## config.mk

```make
export PLATFORM = sky130hd
export DESIGN_NAME = etx_burst_seq
export DESIGN_NICKNAME = d
export VERILOG_FILES = /design/src/rtl/etx_pkg.sv /design/src/rtl/etx_wait_sync.sv /design/src/rtl/etx_burst_seq.sv
export SDC_FILE = /design/constraint.sdc
export NUM_CORES = 1
export LEC_CHECK = 0
export CAP_MARGIN = 20
export CORE_MARGIN = 2
export CORE_UTILIZATION = 41
export DETAILED_ROUTE_END_ITERATION = 8
export PLACE_DENSITY = 0.8
export SLEW_MARGIN = 15
export SYNTH_ARGS = -nofsm -noshare
export SYNTH_HDL_FRONTEND = slang
export SYNTH_SLANG_ARGS = --single-unit
```

## constraint.sdc

```tcl
create_clock -name tx_lclk -period 3 [get_ports tx_lclk]
set_input_delay 0.3 -clock tx_lclk [delete_from_list [all_inputs] [get_ports tx_lclk]]
set_output_delay 0.3 -clock tx_lclk [all_outputs]
set_load 0.01 [all_outputs]
```

## src/rtl/etx_pkg.sv

```systemverilog
// Shared definitions for the eLink TX burst sequencer: emesh field layout,
// burst-matching constants and the phase encoding that mirrors the I/O stage.
package etx_pkg;

    localparam int PKT_W        = 104;

    localparam int F_WRITE      = 0;
    localparam int F_DM_LSB     = 1;
    localparam int F_DM_W       = 2;
    localparam int F_CTRL_LSB   = 3;
    localparam int F_CTRL_W     = 4;
    localparam int F_DST_LSB    = 8;
    localparam int F_DST_W      = 32;
    localparam int F_DATA_LSB   = 40;
    localparam int F_DATA_W     = 32;
    localparam int F_SRC_LSB    = 72;
    localparam int F_SRC_W      = 32;

    localparam logic [F_DM_W-1:0]  DM_DOUBLE   = 2'b11;
    localparam logic [F_DST_W-1:0] BEAT_STRIDE = 32'd8;

    typedef enum logic [2:0] {
        PH_IDLE = 3'd0,
        PH_C1   = 3'd1,
        PH_C2   = 3'd2,
        PH_C3   = 3'd3,
        PH_C4   = 3'd4,
        PH_C5   = 3'd5,
        PH_C6   = 3'd6,
        PH_C7   = 3'd7
    } phase_e;

endpackage

```

## src/rtl/etx_wait_sync.sv

```systemverilog
// Two-flop synchronizer bringing an asynchronous pushback pin into tx_lclk.
module etx_wait_sync (
    input  logic clk,
    input  logic reset,
    input  logic async_i,
    output logic sync_o
);

    logic meta_q;
    logic sync_q;

    always_ff @(posedge clk) begin
        if (reset) begin
            meta_q <= 1'b0;
            sync_q <= 1'b0;
        end else begin
            meta_q <= async_i;
            sync_q <= meta_q;
        end
    end

    assign sync_o = sync_q;

endmodule

```

## src/rtl/etx_burst_seq.sv

```systemverilog
// Pops emesh packets from the TX FIFO and launches them aligned to the I/O
// serializer's 8-cycle frame, chaining contiguous double-word writes as bursts.
module etx_burst_seq
    import etx_pkg::*;
#(
    parameter int PW        = PKT_W,
    parameter int BURST_MAX = 16
) (
    input  logic          tx_lclk,
    input  logic          reset,
    input  logic          tx_enable,
    input  logic [PW-1:0] fifo_packet,
    input  logic          fifo_valid,
    output logic          fifo_read,
    input  logic          tx_wr_wait,
    input  logic          tx_rd_wait,
    output logic [PW-1:0] tx_packet,
    output logic          tx_access,
    output logic          tx_burst,
    output logic          tx_busy
);

    localparam int BW = $clog2(BURST_MAX + 1);

    phase_e          phase_q, phase_d;
    logic [BW-1:0]   beats_q, beats_d;
    logic            access_q, access_d;
    logic            burst_q, burst_d;
    logic [PW-1:0]   pkt_q, pkt_d;
    logic            pop;
    logic            wr_blk, rd_blk;
    logic            head_write, head_blocked;
    logic            launch_ok, cont_ok;

    etx_wait_sync u_wr_sync (
        .clk     (tx_lclk),
        .reset   (reset),
        .async_i (tx_wr_wait),
        .sync_o  (wr_blk)
    );

    etx_wait_sync u_rd_sync (
        .clk     (tx_lclk),
        .reset   (reset),
        .async_i (tx_rd_wait),
        .sync_o  (rd_blk)
    );

    assign head_write   = fifo_packet[F_WRITE];
    assign head_blocked = head_write ? wr_blk : rd_blk;
    assign launch_ok    = tx_enable & fifo_valid & ~head_blocked;

    // pkt_q doubles as the "last launched" packet for contiguity matching.
    assign cont_ok = tx_enable & fifo_valid & ~wr_blk
                   & head_write & pkt_q[F_WRITE]
                   & (fifo_packet[F_DM_LSB +: F_DM_W] == DM_DOUBLE)
                   & (pkt_q[F_DM_LSB +: F_DM_W] == DM_DOUBLE)
                   & (fifo_packet[F_CTRL_LSB +: F_CTRL_W] == pkt_q[F_CTRL_LSB +: F_CTRL_W])
                   & (fifo_packet[F_DST_LSB +: F_DST_W] == pkt_q[F_DST_LSB +: F_DST_W] + BEAT_STRIDE)
                   & (beats_q < BW'(BURST_MAX));

    always_comb begin
        phase_d  = phase_q;
        beats_d  = beats_q;
        access_d = 1'b0;
        burst_d  = 1'b0;
        pkt_d    = pkt_q;
        pop      = 1'b0;
        case (phase_q)
            PH_IDLE: begin
                // The launch cycle itself sits in IDLE; the frame counts from the next cycle.
                if (access_q) begin
                    phase_d = PH_C1;
                end else if (launch_ok) begin
                    pop      = 1'b1;
                    access_d = 1'b1;
                    pkt_d    = fifo_packet;
                    beats_d  = BW'(1);
                end
            end
            PH_C1: phase_d = PH_C2;
            PH_C2: phase_d = PH_C3;
            PH_C3: phase_d = PH_C4;
            PH_C4: phase_d = PH_C5;
            PH_C5: phase_d = PH_C6;
            PH_C6: begin
                phase_d = PH_C7;
                if (cont_ok) begin
                    pop      = 1'b1;
                    access_d = 1'b1;
                    burst_d  = 1'b1;
                    pkt_d    = fifo_packet;
                    beats_d  = beats_q + BW'(1);
                end
            end
            PH_C7:   phase_d = access_q ? PH_C4 : PH_IDLE;
            default: phase_d = PH_IDLE;
        endcase
    end

    always_ff @(posedge tx_lclk) begin
        if (reset) begin
            phase_q  <= PH_IDLE;
            beats_q  <= '0;
            access_q <= 1'b0;
            burst_q  <= 1'b0;
            pkt_q    <= '0;
        end else begin
            phase_q  <= phase_d;
            beats_q  <= beats_d;
            access_q <= access_d;
            burst_q  <= burst_d;
            pkt_q    <= pkt_d;
        end
    end

    assign fifo_read = pop & ~reset;
    assign tx_packet = pkt_q;
    assign tx_access = access_q;
    assign tx_burst  = burst_q;
    assign tx_busy   = (phase_q != PH_IDLE) | access_q;

endmodule

```

==> impl_metrics.xml <==
<?xml version="1.0" encoding="UTF-8"?>
<metrics>
  <group name="cells_and_area">
    <metric name="finish.instance_area" unit="um2">9920</metric>
    <metric name="post_layout_nonfiller_instances" unit="">1204</metric>
    <metric name="fin_util" unit="%">69.0</metric>
    <metric name="layout.nets" unit="">1119</metric>
    <metric name="areaGrowthSynthToFinish" unit="%">66.1</metric>
    <metric name="fraction_of_final_layout_cells_sized_beyond_drive_strength_1" unit="%">18.2</metric>
    <metric name="n_antenna_cell" unit="">0</metric>
  </group>
  <group name="synth">
    <metric name="yosys.area.top_type" unit="">sky130_fd_sc_hd__dfxtp_1</metric>
    <metric name="synthMostInstantiatedCell" unit="">sky130_fd_sc_hd__nand2_1</metric>
    <metric name="synth_edf_count" unit="">0</metric>
    <metric name="portion_of_the_post_synthesis_area_used_by_sequential_elements" unit="%">39.6</metric>
    <metric name="synth_commonest_cells" unit="">224 x sky130_fd_sc_hd__nand2_1, 118 x sky130_fd_sc_hd__dfxtp_1, 108 x sky130_fd_sc_hd__mux2i_1, 27 x sky130_fd_sc_hd__xor2_1, 26 x sky130_fd_sc_hd__clkbuf_1</metric>
    <metric name="post-synth-top-area-fraction" unit="%">39.6</metric>
    <metric name="ys.flop_type" unit="">sky130_fd_sc_hd__dfxtp_1</metric>
    <metric name="count_of_yosys_warnings_during_synthesis" unit="">0</metric>
    <metric name="yosys-top-cells-area" unit="">sky130_fd_sc_hd__dfxtp_1 40%, sky130_fd_sc_hd__mux2i_1 18%, sky130_fd_sc_hd__nand2_1 14%, sky130_fd_sc_hd__xor2_1 4.0%, sky130_fd_sc_hd__xnor2_1 2.8%</metric>
    <metric name="synth.cell_area" unit="um2">5970</metric>
    <metric name="syn_inst" unit="">695</metric>
    <metric name="post_synth_num_cell_types" unit="">63</metric>
    <metric name="postSynthRegisterBits" unit="">118</metric>
    <metric name="async_reset_ff_share" unit="%">0</metric>
    <metric name="synth.net_count" unit="">807</metric>
    <metric name="syn_area_per_cell" unit="um2">8.59</metric>
  </group>
  <group name="power">
    <metric name="switching_power" unit="uW">1660</metric>
    <metric name="static-leakage-power" unit="uW">0.00454</metric>
    <metric name="power.share.clock" unit="%">35.7</metric>
    <metric name="intPower" unit="uW">4160</metric>
    <metric name="power_frac_seq" unit="%">32.7</metric>
    <metric name="switching_share" unit="%">28.6</metric>
    <metric name="design_power_total" unit="uW">5830</metric>
    <metric name="combinationalPowerShare" unit="%">31.6</metric>
    <metric name="power-per-cell-area" unit="nW/um2">588</metric>
    <metric name="worst_ir_drop_vdd" unit="mV">0.394</metric>
  </group>
  <group name="sta">
    <metric name="fin_worst_skew" unit="ns">0.00948</metric>
    <metric name="report.final.setup_viol" unit="">1</metric>
    <metric name="count_of_endpoints_failing_hold_in_the_final_timing_report" unit="">0</metric>
    <metric name="final_critical_path_setup_slack" unit="ns">-0.137</metric>
    <metric name="achievable-frequency" unit="GHz">0.319</metric>
    <metric name="max_slew_margin" unit="%">58.0</metric>
    <metric name="final.period_utilization" unit="%">105</metric>
    <metric name="grt_setup_unrepaired" unit="">yes</metric>
    <metric name="finalWorstPathRequiredPeriod" unit="ns">3.14</metric>
    <metric name="timing_max_transition_violations_final" unit="">0</metric>
    <metric name="worst_pin_slew" unit="ns">0.629</metric>
  </group>
  <group name="status">
    <metric name="run_status" unit="">finished with violations</metric>
    <metric name="failed_checks" unit="">setup timing</metric>
  </group>
  <group name="critical_path">
    <metric name="worst-setup-path-type" unit="">reg2out</metric>
    <metric name="worst_r2r_endpoint" unit="">tx_packet[48]</metric>
    <metric name="cp_data_arrival_time" unit="ns">2.84</metric>
    <metric name="timing.rr.start" unit="">tx_packet[22]</metric>
    <metric name="setup.reg_to_reg.worst_slack" unit="ns">0.11</metric>
    <metric name="worstSetupStartpointType" unit="">flop</metric>
    <metric name="destination_of_the_critical_timing_path" unit="">fifo_read</metric>
    <metric name="cp.required" unit="ns">2.70</metric>
    <metric name="worst-path-stages" unit="">10</metric>
    <metric name="cp-end-kind" unit="">output port</metric>
    <metric name="path_buf_inv" unit="">2</metric>
    <metric name="timing.reg2reg.worst_path_depth" unit="">11</metric>
    <metric name="critical_path.cell_chain" unit="">nand4_1 &gt; nor4_4 &gt; buf_4 &gt; and4_1 &gt; o22ai_2 &gt; nor4_2 &gt; and4_4 &gt; nor2_4 &gt; nor4_2 &gt; buf_2</metric>
    <metric name="path_common_cell" unit="">sky130_fd_sc_hd__nor4_2</metric>
    <metric name="worst_path_largest_cell_delay" unit="ns">0.39</metric>
    <metric name="setup.worst_path.start" unit="">tx_packet[22]</metric>
    <metric name="crit_slowest_cell" unit="">sky130_fd_sc_hd__nor4_4</metric>
    <metric name="worstPathMaxFanout" unit="">4</metric>
    <metric name="critPathTopFamily" unit="">simple AND/OR/NAND/NOR gates</metric>
  </group>
  <group name="cts">
    <metric name="tritoncts" unit="">built</metric>
    <metric name="maximum_clock_insertion_buffer_count" unit="">2</metric>
    <metric name="cts-root-buf" unit="">sky130_fd_sc_hd__clkbuf_16</metric>
    <metric name="clock_sink_count" unit="">118</metric>
    <metric name="clk_transition_reported_paths" unit="ns">0.05</metric>
    <metric name="cts-buffers-inserted" unit="">17</metric>
    <metric name="hold_buffers" unit="">0</metric>
    <metric name="htreeDepth" unit="">4</metric>
    <metric name="clk-insertion-delay-late" unit="ns">0.41</metric>
  </group>
  <group name="grt">
    <metric name="global_routing_usage_summed_across_all_routing_layers" unit="%">22.1</metric>
    <metric name="grt_pass1_wl" unit="mm">28.1</metric>
    <metric name="antenna_violations_before_repair" unit="">0</metric>
    <metric name="first_global_vias" unit="">5949</metric>
    <metric name="grt_start_max_net_pins" unit="">91</metric>
    <metric name="gr-total-overflow" unit="">0</metric>
  </group>
  <group name="die">
    <metric name="chipWidth" unit="um">125</metric>
    <metric name="design.core.area" unit="um2">14400</metric>
    <metric name="num_rows" unit="">44</metric>
    <metric name="floorplan.io_pins" unit="">218</metric>
    <metric name="die_area" unit="um2">15500</metric>
    <metric name="initial_util" unit="%">41.6</metric>
    <metric name="die_h" unit="um">125</metric>
  </group>
  <group name="detailed_routing">
    <metric name="drt_first_iter_violations" unit="">309</metric>
    <metric name="drt_first_pass_iters" unit="">5</metric>
    <metric name="routedWlPerCell" unit="um">14.8</metric>
    <metric name="detail_route.wirelength" unit="mm">17.8</metric>
    <metric name="drc" unit="">0</metric>
    <metric name="via_per_inst" unit="">5.03</metric>
    <metric name="num_vias" unit="">6053</metric>
    <metric name="route.antenna.remaining_nets" unit="">0</metric>
  </group>
  <group name="min_path">
    <metric name="timing.hold.worst.class" unit="">reg2reg</metric>
  </group>
  <group name="placement">
    <metric name="detailed_place.area" unit="um2">8990</metric>
    <metric name="post-dp-hpwl" unit="mm">12.4</metric>
    <metric name="place.port_buffers" unit="">217</metric>
    <metric name="placed_cells" unit="">1160</metric>
    <metric name="gpl.final_weighted_congestion" unit="">0.851</metric>
  </group>
  <group name="flow_run">
    <metric name="maxCapViolations" unit="">0</metric>
  </group>
</metrics>
-- repair_timing --
action | 4_1_cts | 5_1_grt
setup endpoints to repair | 110 | 70
resized for setup | 28 | 25
buffers inserted | 2 | 8
pin swaps | 4 | 11
gates cloned | 0 | 2
-- placed cells by master, fill, tap and decap left out, drive strengths merged, types with 2 or more instances in the layout --
| cell type | instances |
|---|---|
| nor2b | 6 |
| or4 | 2 |
| clkdlybuf4s50 | 216 |
| nand4 | 14 |
| mux2i | 108 |
| nand3 | 14 |
| nor4 | 10 |
| buf | 117 |
| dfxtp | 118 |
| bufinv | 3 |
| a2111oi | 4 |
| o22ai | 3 |
| nand2b | 2 |
| nor3 | 13 |
| xor2 | 27 |
| a31oi | 5 |
| and4b | 2 |
| o41ai | 2 |
| o21ai | 4 |
| nand2 | 224 |
| xnor2 | 19 |
| clkbuf | 23 |
| nor3b | 4 |
| ha | 2 |
| nor2 | 22 |
| or3 | 4 |
| and4 | 4 |
| and3b | 2 |
| or2 | 3 |
| and3 | 4 |
| a21oi | 6 |
| inv | 9 |
| a31o | 2 |
| a21o | 2 |
| clkinv | 5 |
-- cell type report --
class                      count  area (um2)
sequential                   118        2390
tap                          184         230
clock inverter                11         148
timing repair buffer         335        3180
fill                        1123        4450
inverter                       7        31.3
clock buffer                  21         460
multi-input combinational    528        3480
-- how the worst min path moves through the flow --
stage                      from                to  depth (start not counted)
2_1_floorplan  u_rd_sync.meta_q  u_rd_sync.sync_o                          1
3_3_place_gp   u_rd_sync.meta_q  u_rd_sync.sync_o                          1
3_5_place_dp   u_rd_sync.meta_q  u_rd_sync.sync_o                          1
4_1_cts         fifo_packet[64]     tx_packet[64]                          3
5_1_grt              tx_rd_wait  u_rd_sync.meta_q                          2
6_report       u_rd_sync.meta_q  u_rd_sync.sync_o                          1
-- cells by family (layout without fill, tap and decap cells) --
logic type | after synthesis | after routing | share of synthesized area (%)
compound gates | 38 | 38 | 5.16
xor+xnor | 46 | 46 | 6.75
fa+ha+maj | 2 | 2 | 0.419
buf+inv | 49 | 374 | 4.02
flops | 118 | 118 | 39.6
mux | 108 | 108 | 18.1
simple gates | 334 | 334 | 26.0
-- per-stage QoR --
stage	worst slack, ns	hold slack [ns]	TNS, ns
after floorplan	0.00560	0.414	0
after global placement	-0.590	0.416	-33.28
after detailed placement	-0.604	0.432	-32.39
after CTS	-0.149	0.425	-0.149
after global routing	-0.334	0.442	-0.377
final	-0.137	0.438	-0.137
-- sequential cells by signal, indices dropped and copies added (netlist names) --
register,count
u_wr_sync.sync_o,1
u_rd_sync.sync_o,1
phase_q,3
tx_access,1
u_rd_sync.meta_q,1
tx_burst,1
beats_q,5
u_wr_sync.meta_q,1
tx_packet,104
-- routing by layer --
| layer | wire [um] | global-route usage (%) | share of wire (%) |
|---|---|---|---|
| met1 | 7390 | 25.7 | 41 |
| met3 | 1480 | 7.69 | 8.3 |
| met4 | 298 | 7.67 | 1.7 |
| met5 | 0 | 0 | 0 |
| met2 | 8680 | 37.5 | 49 |
-- power groups by stage --
stage / Combinational (uW) / Clock, uW / Sequential, uW
5_1_grt: 1970 / 2200 / 1930
3_5_place_dp: 1720 / 0 / 1930
4_1_cts: 1760 / 2120 / 1910
2_1_floorplan: 714 / 0 / 2040
3_3_place_gp: 1700 / 0 / 1920
6_report: 1840 / 2080 / 1910
Power figures use the tool's default switching activity.
